[config.mk]
export PLATFORM = sky130hd
export DESIGN_NAME = pulse_train_encoder
export DESIGN_NICKNAME = d
export VERILOG_FILES = /design/src/rtl/pulse_train_encoder.sv
export SDC_FILE = /design/constraint.sdc
export NUM_CORES = 1
export LEC_CHECK = 0
export ABC_AREA = 1
export BUFFER_PORTS_ARGS = -buffer_cell sky130_fd_sc_hd__buf_2
export CAP_MARGIN = 25
export CORE_AREA = 2 2 39 41
export CTS_BUF_LIST = sky130_fd_sc_hd__clkbuf_4 sky130_fd_sc_hd__clkbuf_8
export DETAILED_ROUTE_END_ITERATION = 6
export DIE_AREA = 0 0 41 43
export GPL_TIMING_DRIVEN = 0
export HOLD_SLACK_MARGIN = 0.06
export PLACE_DENSITY = 0.7
export SLEW_MARGIN = 20
export SYNTH_ARGS = -nofsm -noshare
export SYNTH_HDL_FRONTEND = slang
export SYNTH_SLANG_ARGS = --single-unit
[constraint.sdc]
create_clock -name clock -period 1.2 [get_ports clock]
set_input_delay 0.06 -clock clock [delete_from_list [all_inputs] [get_ports clock]]
set_output_delay 0.06 -clock clock [all_outputs]
set_load 0.03 [all_outputs]
[src/rtl/pulse_train_encoder.sv]
// pulse_train_encoder
//   Converts an accepted integer into a complement-unary pulse train on one line.
//   For an accepted value v (saturated to MAX_VALUE) the line is high for
//   MAX_VALUE - v consecutive cycles, then low for GAP_CYCLES cycles. A
//   downstream counter starting at MAX_VALUE and decrementing per high cycle
//   therefore settles at v. One frame is in flight at a time.
//
// Ports
//   clock       in   rising-edge clock
//   reset       in   asynchronous, active-high reset
//   in_valid    in   in_value is presented
//   in_ready    out  encoder is idle and can accept a value this cycle
//   in_value    in   value to encode, CW = $clog2(MAX_VALUE+1) bits
//   pulse_line  out  encoded pulse train (registered)
//   busy        out  a frame is in progress (pulse or gap phase)
//   frame_done  out  one-cycle strobe on the last gap cycle of a frame
module pulse_train_encoder #(
  parameter int unsigned MAX_VALUE  = 8,
  parameter int unsigned GAP_CYCLES = 1,
  localparam int unsigned CW = $clog2(MAX_VALUE + 1)
) (
  input  logic          clock,
  input  logic          reset,
  input  logic          in_valid,
  output logic          in_ready,
  input  logic [CW-1:0] in_value,
  output logic          pulse_line,
  output logic          busy,
  output logic          frame_done
);

  localparam int unsigned GW = (GAP_CYCLES > 1) ? $clog2(GAP_CYCLES) : 1;
  localparam logic [CW-1:0] MaxV    = CW'(MAX_VALUE);
  localparam logic [GW-1:0] GapLast = GW'(GAP_CYCLES - 1);

  typedef enum logic [1:0] {
    StIdle,
    StPulse,
    StGap
  } state_e;

  state_e        state_q, state_d;
  logic [CW-1:0] cnt_q, cnt_d;
  logic [GW-1:0] gap_q, gap_d;
  logic          pulse_q, pulse_d;
  logic [CW-1:0] sat_value;
  logic [CW-1:0] high_count;

  // Out-of-range codes saturate so the downstream counter never underflows.
  assign sat_value  = (in_value > MaxV) ? MaxV : in_value;
  assign high_count = MaxV - sat_value;

  always_comb begin
    state_d    = state_q;
    cnt_d      = cnt_q;
    gap_d      = gap_q;
    frame_done = 1'b0;
    unique case (state_q)
      StIdle: begin
        if (in_valid) begin
          gap_d = '0;
          if (high_count != '0) begin
            state_d = StPulse;
            cnt_d   = high_count;
          end else begin
            // Zero high cycles: the frame is the gap alone.
            state_d = StGap;
          end
        end
      end
      StPulse: begin
        if (cnt_q == CW'(1)) begin
          state_d = StGap;
          cnt_d   = '0;
        end else begin
          cnt_d = cnt_q - CW'(1);
        end
      end
      StGap: begin
        if (gap_q == GapLast) begin
          frame_done = 1'b1;
          state_d    = StIdle;
          gap_d      = '0;
        end else begin
          gap_d = gap_q + GW'(1);
        end
      end
      default: begin
        state_d = StIdle;
        cnt_d   = '0;
        gap_d   = '0;
      end
    endcase
    // Derived from next state so the line is a clean flop output, high on the
    // cycle right after the accepting edge.
    pulse_d = (state_d == StPulse);
  end

  always_ff @(posedge clock or posedge reset) begin
    if (reset) begin
      state_q <= StIdle;
      cnt_q   <= '0;
      gap_q   <= '0;
      pulse_q <= 1'b0;
    end else begin
      state_q <= state_d;
      cnt_q   <= cnt_d;
      gap_q   <= gap_d;
      pulse_q <= pulse_d;
    end
  end

  assign in_ready   = (state_q == StIdle);
  assign busy       = (state_q != StIdle);
  assign pulse_line = pulse_q;

endmodule

==> impl_metrics.yaml, run 1 <==
power_and_ir_drop:
  vdd_ir_drop_max_v: 0.001455
  static-leakage-power_nw: 0.3752
  power-per-cell-area_nw_per_um2: 2478
  totalPowerFinal_mw: 1.873
timing:
  final_hold_viol_count: 0
  final.setup.tns_ns: 0
  final-setup-viol-count: 0
  worstMarginPinSlew_ns: 0.2382
  worst_slack_ns: 0.05451
  timing.hold.ws_ns: 0.1009
  slew_violations: 0
  tcrit_tclk_final: 0.9546
  finalWorstPathRequiredPeriod_ns: 1.145
  max_freq_mhz: 873.0
  fin_skew_ns: 0.003737
  rsz0062_at_grt: "true"
  maxSlewHeadroom: 0.8410
cells_and_area:
  footprint_of_the_flip_flops_and_latches_um2: 177.7
  final-instance-count-excl-fill: 105
  area_growth_syn_to_layout_pct: 42.79
  total_area_of_multi_input_combinational_cells_um2: 387.9
  mostFrequentLayoutCell: "nand2_1"
  antennaDiodeCount: 0
  layout-drive-gt1-share: 0.4831
  final_area_um2: 755.7
  final_nets: 101
  fillers: 135
  final_cell_mix: "nand2_1, buf_2, inv_1"
  layout.core_utilization: 0.5461
logic_synthesis:
  postSynthRegisterBits: 7
  synth-warning-count: 0
  syn_area_per_cell_um2: 7.454
  synth_seq_area_share: 0.3310
  syn-instance-count: 71
  ys_types: 18
  synth_area_um2: 529.3
  synth.net_count: 82
drt:
  initial_detailed_routing_violation_count: 5
  detail_route.wirelength_um: 1090
  drt_drc_violations_left: 0
  drt.antenna.violating_nets: 0
  num_vias: 492
  routed_length_per_placed_instance_um: 10.38
  via_per_inst: 4.686
  drt_pass1_iterations: 2
clock_network:
  clock_insertion_delay_worst_skew_ns: 0.24
  clock-root-buffer: "clkbuf_4"
  cts.path.max_buffers: 2
  cts_htree_levels: 1
  path_clk_slew_ns: 0.05
  cts_buffers: 3
  cts.sink_count: 7
  cts_tree: "done"
floorplan:
  pin_count: 11
  fp-row-count: 14
  core_region_area_um2: 1384
  fp.dieW_um: 41
  initial_utilization: 0.3825
  die_height_um: 43
  design.die.area_um2: 1763
placement:
  gp_congestion: 0.8254
  dp_hpwl_um: 783.9
  dp.cells: 97
  io_buffers: 10
  post-place-ws_ns: -0.2487
  detailed_place.area_um2: 599.3
run_status:
  run_status: "finished, final reports clean"
worst_setup_path:
  start_kind: "register"
  worst_ep_required_time_ns: 1.14
  crit-reg2reg-capture: "cnt_q[3]"
  r2r_slack_ns: 0.07
  cp_max_fo: 7
  r2r.worst_path.cells: 6
  reg2reg_from: "cnt_q[0]"
  crit_type: "reg2out"
  critPathCaptureType: "output pin"
  cp.arrival_ns: 1.09
  worst_setup_path_startpoint: "state_q[0]"
  worst_setup_path_endpoint: "busy"
global_routing:
  wire_length_of_the_first_global_routing_pass_um: 1621
  antenna_found_initial: 0
  gr-usage-all-layers: 0.1423
  largest_net_degree_at_the_start_of_global_routing: 8
  number_of_global_route_vias_before_repair: 435
  grt-ovfl-total: 0
min_path:
  worstHoldPathType: "in2reg"
  worstHoldStart: "in_valid"
job:
  max_cap_violations: 0
[sequential cells by signal, summed over array words and instances, names as in the netlist]
name        cells
cnt_q           4
pulse_line      1
state_q         2
[per-layer routing]
layer  vias up  GRT usage  wire length [um]
li1        265          -                 -
met1       217     0.1739               485
met5         -          0                 0
met4         0     0.1200                17
met2         8     0.2000               550
met3         2    0.03141                36
[how the worst min path moves through the flow]
stage                             to  slack [ns]  cells past startpoint
final                     state_q[1]        0.10                      3
after global routing      state_q[1]        0.11                      3
after CTS                 state_q[1]        0.09                      3
after detailed placement  pulse_line       -0.01                      2
after global placement      cnt_q[2]       -0.02                      2
after floorplan             cnt_q[0]       -0.14                      1
[kinds of logic after synthesis]
kind of cell             share of synthesized area
flip-flops                                  0.3310
AND/OR/NAND/NOR                             0.4043
XOR/XNOR                                   0.01655
adder cells (fa/ha/maj)                    0.09457
AO/OA/AOI/OAI                              0.06855
buffers and inverters                      0.08512
[Yosys cell counts]
master | number | share of area
nand2_2 | 1 | 0.012
nand4_1 | 2 | 0.024
nor2_2 | 1 | 0.012
nand3_1 | 8 | 0.076
ha_1 | 4 | 0.095
o21ai_0 | 5 | 0.047
inv_2 | 2 | 0.014
o22ai_1 | 1 | 0.012
nor2_1 | 2 | 0.014
nand2_1 | 20 | 0.14
nor2_4 | 1 | 0.021
inv_1 | 10 | 0.071
nand4_2 | 1 | 0.024
nand2_4 | 2 | 0.043
nand3_2 | 2 | 0.038
dfrtp_1 | 7 | 0.33
o21ai_1 | 1 | 0.0094
xnor2_1 | 1 | 0.017
[power by group]
part	switching, mW	internal, mW
clock network	0.0717	0.148
logic	0.678	0.501
registers	0.122	0.351
total	0.872	1.00
[area by class of cell]
type,count,share of cell area
repair buffers,14,0.1258
inverters,12,0.05960
well taps,16,0.02649
clock buffers,4,0.03974
multi-input cells,52,0.5132
flip-flops and latches,7,0.2351
[worst max-delay path, cell delays in order (launching register included)]
cell and delay (ns):
dfrtp_2 0.45, nor2_4 0.21, inv_2 0.05, buf_6 0.13
[what timing repair did]
action / 4_1_cts / 5_1_grt
hold buffers: 1 / 0
hold endpoints to repair: 7 / 0
endpoints found under the setup margin: 5 / 8
resized for setup: 3 / 27
pin swaps: 0 / 5
setup buffers: 0 / 3
Power figures use the tool's default switching activity.
==> run 2, diff against run 1 <==
--- a/config.mk
+++ b/config.mk
@@ -5,7 +5,6 @@
 export SDC_FILE = /design/constraint.sdc
 export NUM_CORES = 1
 export LEC_CHECK = 0
-export ABC_AREA = 1
 export BUFFER_PORTS_ARGS = -buffer_cell sky130_fd_sc_hd__buf_2
 export CAP_MARGIN = 25
 export CORE_AREA = 2 2 39 41
@@ -14,7 +13,7 @@
 export DIE_AREA = 0 0 41 43
 export GPL_TIMING_DRIVEN = 0
 export HOLD_SLACK_MARGIN = 0.06
-export PLACE_DENSITY = 0.7
+export PLACE_DENSITY = 0.71
 export SLEW_MARGIN = 20
 export SYNTH_ARGS = -nofsm -noshare
 export SYNTH_HDL_FRONTEND = slang
==> constraint.sdc (replaced) <==
create_clock -name clock -period 0.93 [get_ports clock]
set_input_delay 0.0465 -clock clock [delete_from_list [all_inputs] [get_ports clock]]
set_output_delay 0.0465 -clock clock [all_outputs]
set_load 0.03 [all_outputs]
==> run 2 against run 1 <==
Compared with the run above: the run now ends with negative setup slack left; critical path depth up 3; clock skew about the same; design area rose by 22%; routed wire length grew 50%; register-to-register slack worse by 0.47 ns; utilization rose by 12 points; total power is 76% higher; sequential power grew 28%.
==> impl_metrics.yaml, run 2 <==
logic_synthesis:
  synth_seq_area_share: 0.3279
  syn-instance-count: 58
  synth_async_sr_flop_share: 1.000
  syn_area_per_cell_um2: 9.211
  post_synth_mux_area_share: 0.06089
  synth_xor_xnor_area_share: 0.01639
  ys_types: 26
  synth.top_cells.by_area: "dfrtp_1, ha_1, o21ai_0"
  synth_compound_area_frac: 0.2763
  synth_top_family_by_area: "compound AO/OA/AOI/OAI gates"
  synth_simple_gate_area_frac: 0.1639
  synthAdderAreaFrac: 0.09368
  synth.most_common_cell: "dfrtp_1"
  post-synth-top-area-fraction: 0.3279
  synth_area_um2: 534.3
  postSynthRegisterBits: 7
  synth_edf_count: 0
  synth-warning-count: 0
  postSynth.topFlopCell: "dfrtp_1"
  ys_top_cells_by_count: "dfrtp_1, inv_1, o21ai_0"
  synth.net_count: 69
  synth_largest_area_cell: "dfrtp_1"
global_routing:
  antenna_found_initial: 0
  wire_length_of_the_first_global_routing_pass_um: 2194
  largest_net_degree_at_the_start_of_global_routing: 11
  number_of_global_route_vias_before_repair: 494
  gr-usage-all-layers: 0.1901
  grt-ovfl-total: 0
cells_and_area:
  largest_register_ffs: 4
  final_cell_mix: "buf_4, buf_6, dfrtp_1, buf_2"
  area_growth_syn_to_layout_pct: 71.90
  layout.core_utilization: 0.6637
  layout-drive-gt1-share: 0.6207
  register_bank_with_the_most_flops: "cnt_q"
  mostFrequentLayoutCell: "buf_4"
  antennaDiodeCount: 0
  final_area_um2: 918.4
  final_nets: 99
floorplan:
  initial_utilization: 0.3861
  fp.dieW_um: 41
  design.die.area_um2: 1763
  pin_count: 11
  die_height_um: 43
  fp-row-count: 14
  core_region_area_um2: 1384
timing:
  maxSlewHeadroom: 0.7680
  tcrit_tclk_final: 1.425
  final_hold_viol_count: 0
  finalWorstPathRequiredPeriod_ns: 1.325
  rsz0062_at_grt: "true"
  worstMarginPinSlew_ns: 0.3448
  max_freq_mhz: 754.6
  worst_slack_ns: -0.3952
  slew_violations: 0
  fin_skew_ns: 0.003636
  final-setup-viol-count: 10
worst_setup_path:
  crit_type: "reg2reg"
  cp_max_fo: 2
  worst_ep_required_time_ns: 1.08
  start_kind: "register"
  critPathCaptureType: "register"
  cp.arrival_ns: 1.47
clock_network:
  cts.path.max_buffers: 2
  path_clk_slew_ns: 0.06
  cts_buffers: 3
  clock-root-buffer: "clkbuf_4"
  cts_tree: "done"
  cts.sink_count: 7
  clock_insertion_delay_worst_skew_ns: 0.26
  cts_htree_levels: 1
drt:
  drt_drc_violations_left: 0
  via_per_inst: 5.680
  num_vias: 585
  routed_length_per_placed_instance_um: 15.87
  drt.antenna.violating_nets: 0
  detail_route.wirelength_um: 1635
  initial_detailed_routing_violation_count: 15
  drt_pass1_iterations: 4
job:
  max_cap_violations: 0
power_and_ir_drop:
  power-per-cell-area_nw_per_um2: 3598
  totalPowerFinal_mw: 3.304
  static-leakage-power_nw: 0.4011
  vdd_ir_drop_max_v: 0.001258
placement:
  io_buffers: 10
  detailed_place.area_um2: 649.4
  dp_hpwl_um: 901.1
  gp_congestion: 0.7369
run_status:
  violated_checks: "negative setup slack"
  run_status: "finished, violations left"
min_path:
  worstHoldPathType: "in2reg"
-- run 2: cell type report --
cell class,instances,area [um^2]
clock buffers,4,30.03
fillers,106,465.4
plain buffers,2,22.52
multi-input cells,43,449.2
inverters,6,22.52
flip-flops and latches,7,175.2
well taps,16,20.02
repair buffers,25,198.9
-- run 2: stage by stage --
stage / hold WS (ns) / TNS (ns) / std cells / setup slack [ns]
after floorplan: -0.1501 / -1.246 / 58 / -0.3376
after global placement: -0.01512 / -2.593 / 84 / -0.5341
after detailed placement: -0.01323 / -2.798 / 84 / -0.5622
after CTS: 0.06702 / -2.429 / 97 / -0.3783
after global routing: 0.08518 / -3.281 / 103 / -0.4655
final: 0.06880 / -2.751 / 103 / -0.3952
-- run 2: final timing paths --
kind,startpoint,end,slack [ns],cells past startpoint
worst max-delay path,cnt_q[1],cnt_q[1],-0.40,6
worst min-delay path,in_valid,state_q[1],0.07,3
worst max register to register,cnt_q[1],cnt_q[1],-0.40,6
worst min register to register,state_q[1],state_q[1],0.57,2
max in group asynchronous,reset,cnt_q[2],0.46,3
min in group asynchronous,reset,state_q[0],0.25,3
-- run 2: metal layers --
layer,global-route usage,share of wire
met3,0.03141,0.053
met5,0,0
met2,0.2750,0.49
met1,0.2395,0.41
met4,0.1400,0.047
-- run 2: worst max-delay path: stages (launching register included) --
cell and delay, ns:
dfrtp_1 0.38, inv_2 0.08, ha_4 0.27, inv_2 0.02, mux2i_1 0.13, nor2_1 0.07, mux2_4 0.26
-- run 2: logic make-up (layout without fill, tap and decap cells) --
logic type,count (synthesis),count (layout)
compound gates,20,20
xor+xnor,1,1
fa+ha+maj,4,4
buf+inv,8,37
flops,7,7
mux,3,3
simple gates,15,15
-- run 2: where the power goes --
part / switching (mW) / internal (mW) / total, mW
Clock: 0.130 / 0.194 / 0.324
Combinational: 1.16 / 1.21 / 2.37
Sequential: 0.157 / 0.451 / 0.608
-- run 2: what timing repair did --
action / 4_1_cts / 5_1_grt
resized for setup: 18 / 16
hold buffers: 1 / 0
endpoints found under the hold margin: 7 / 0
endpoints found under the setup margin: 10 / 10
buffers inserted: 8 / 6
pin swaps: 4 / 9
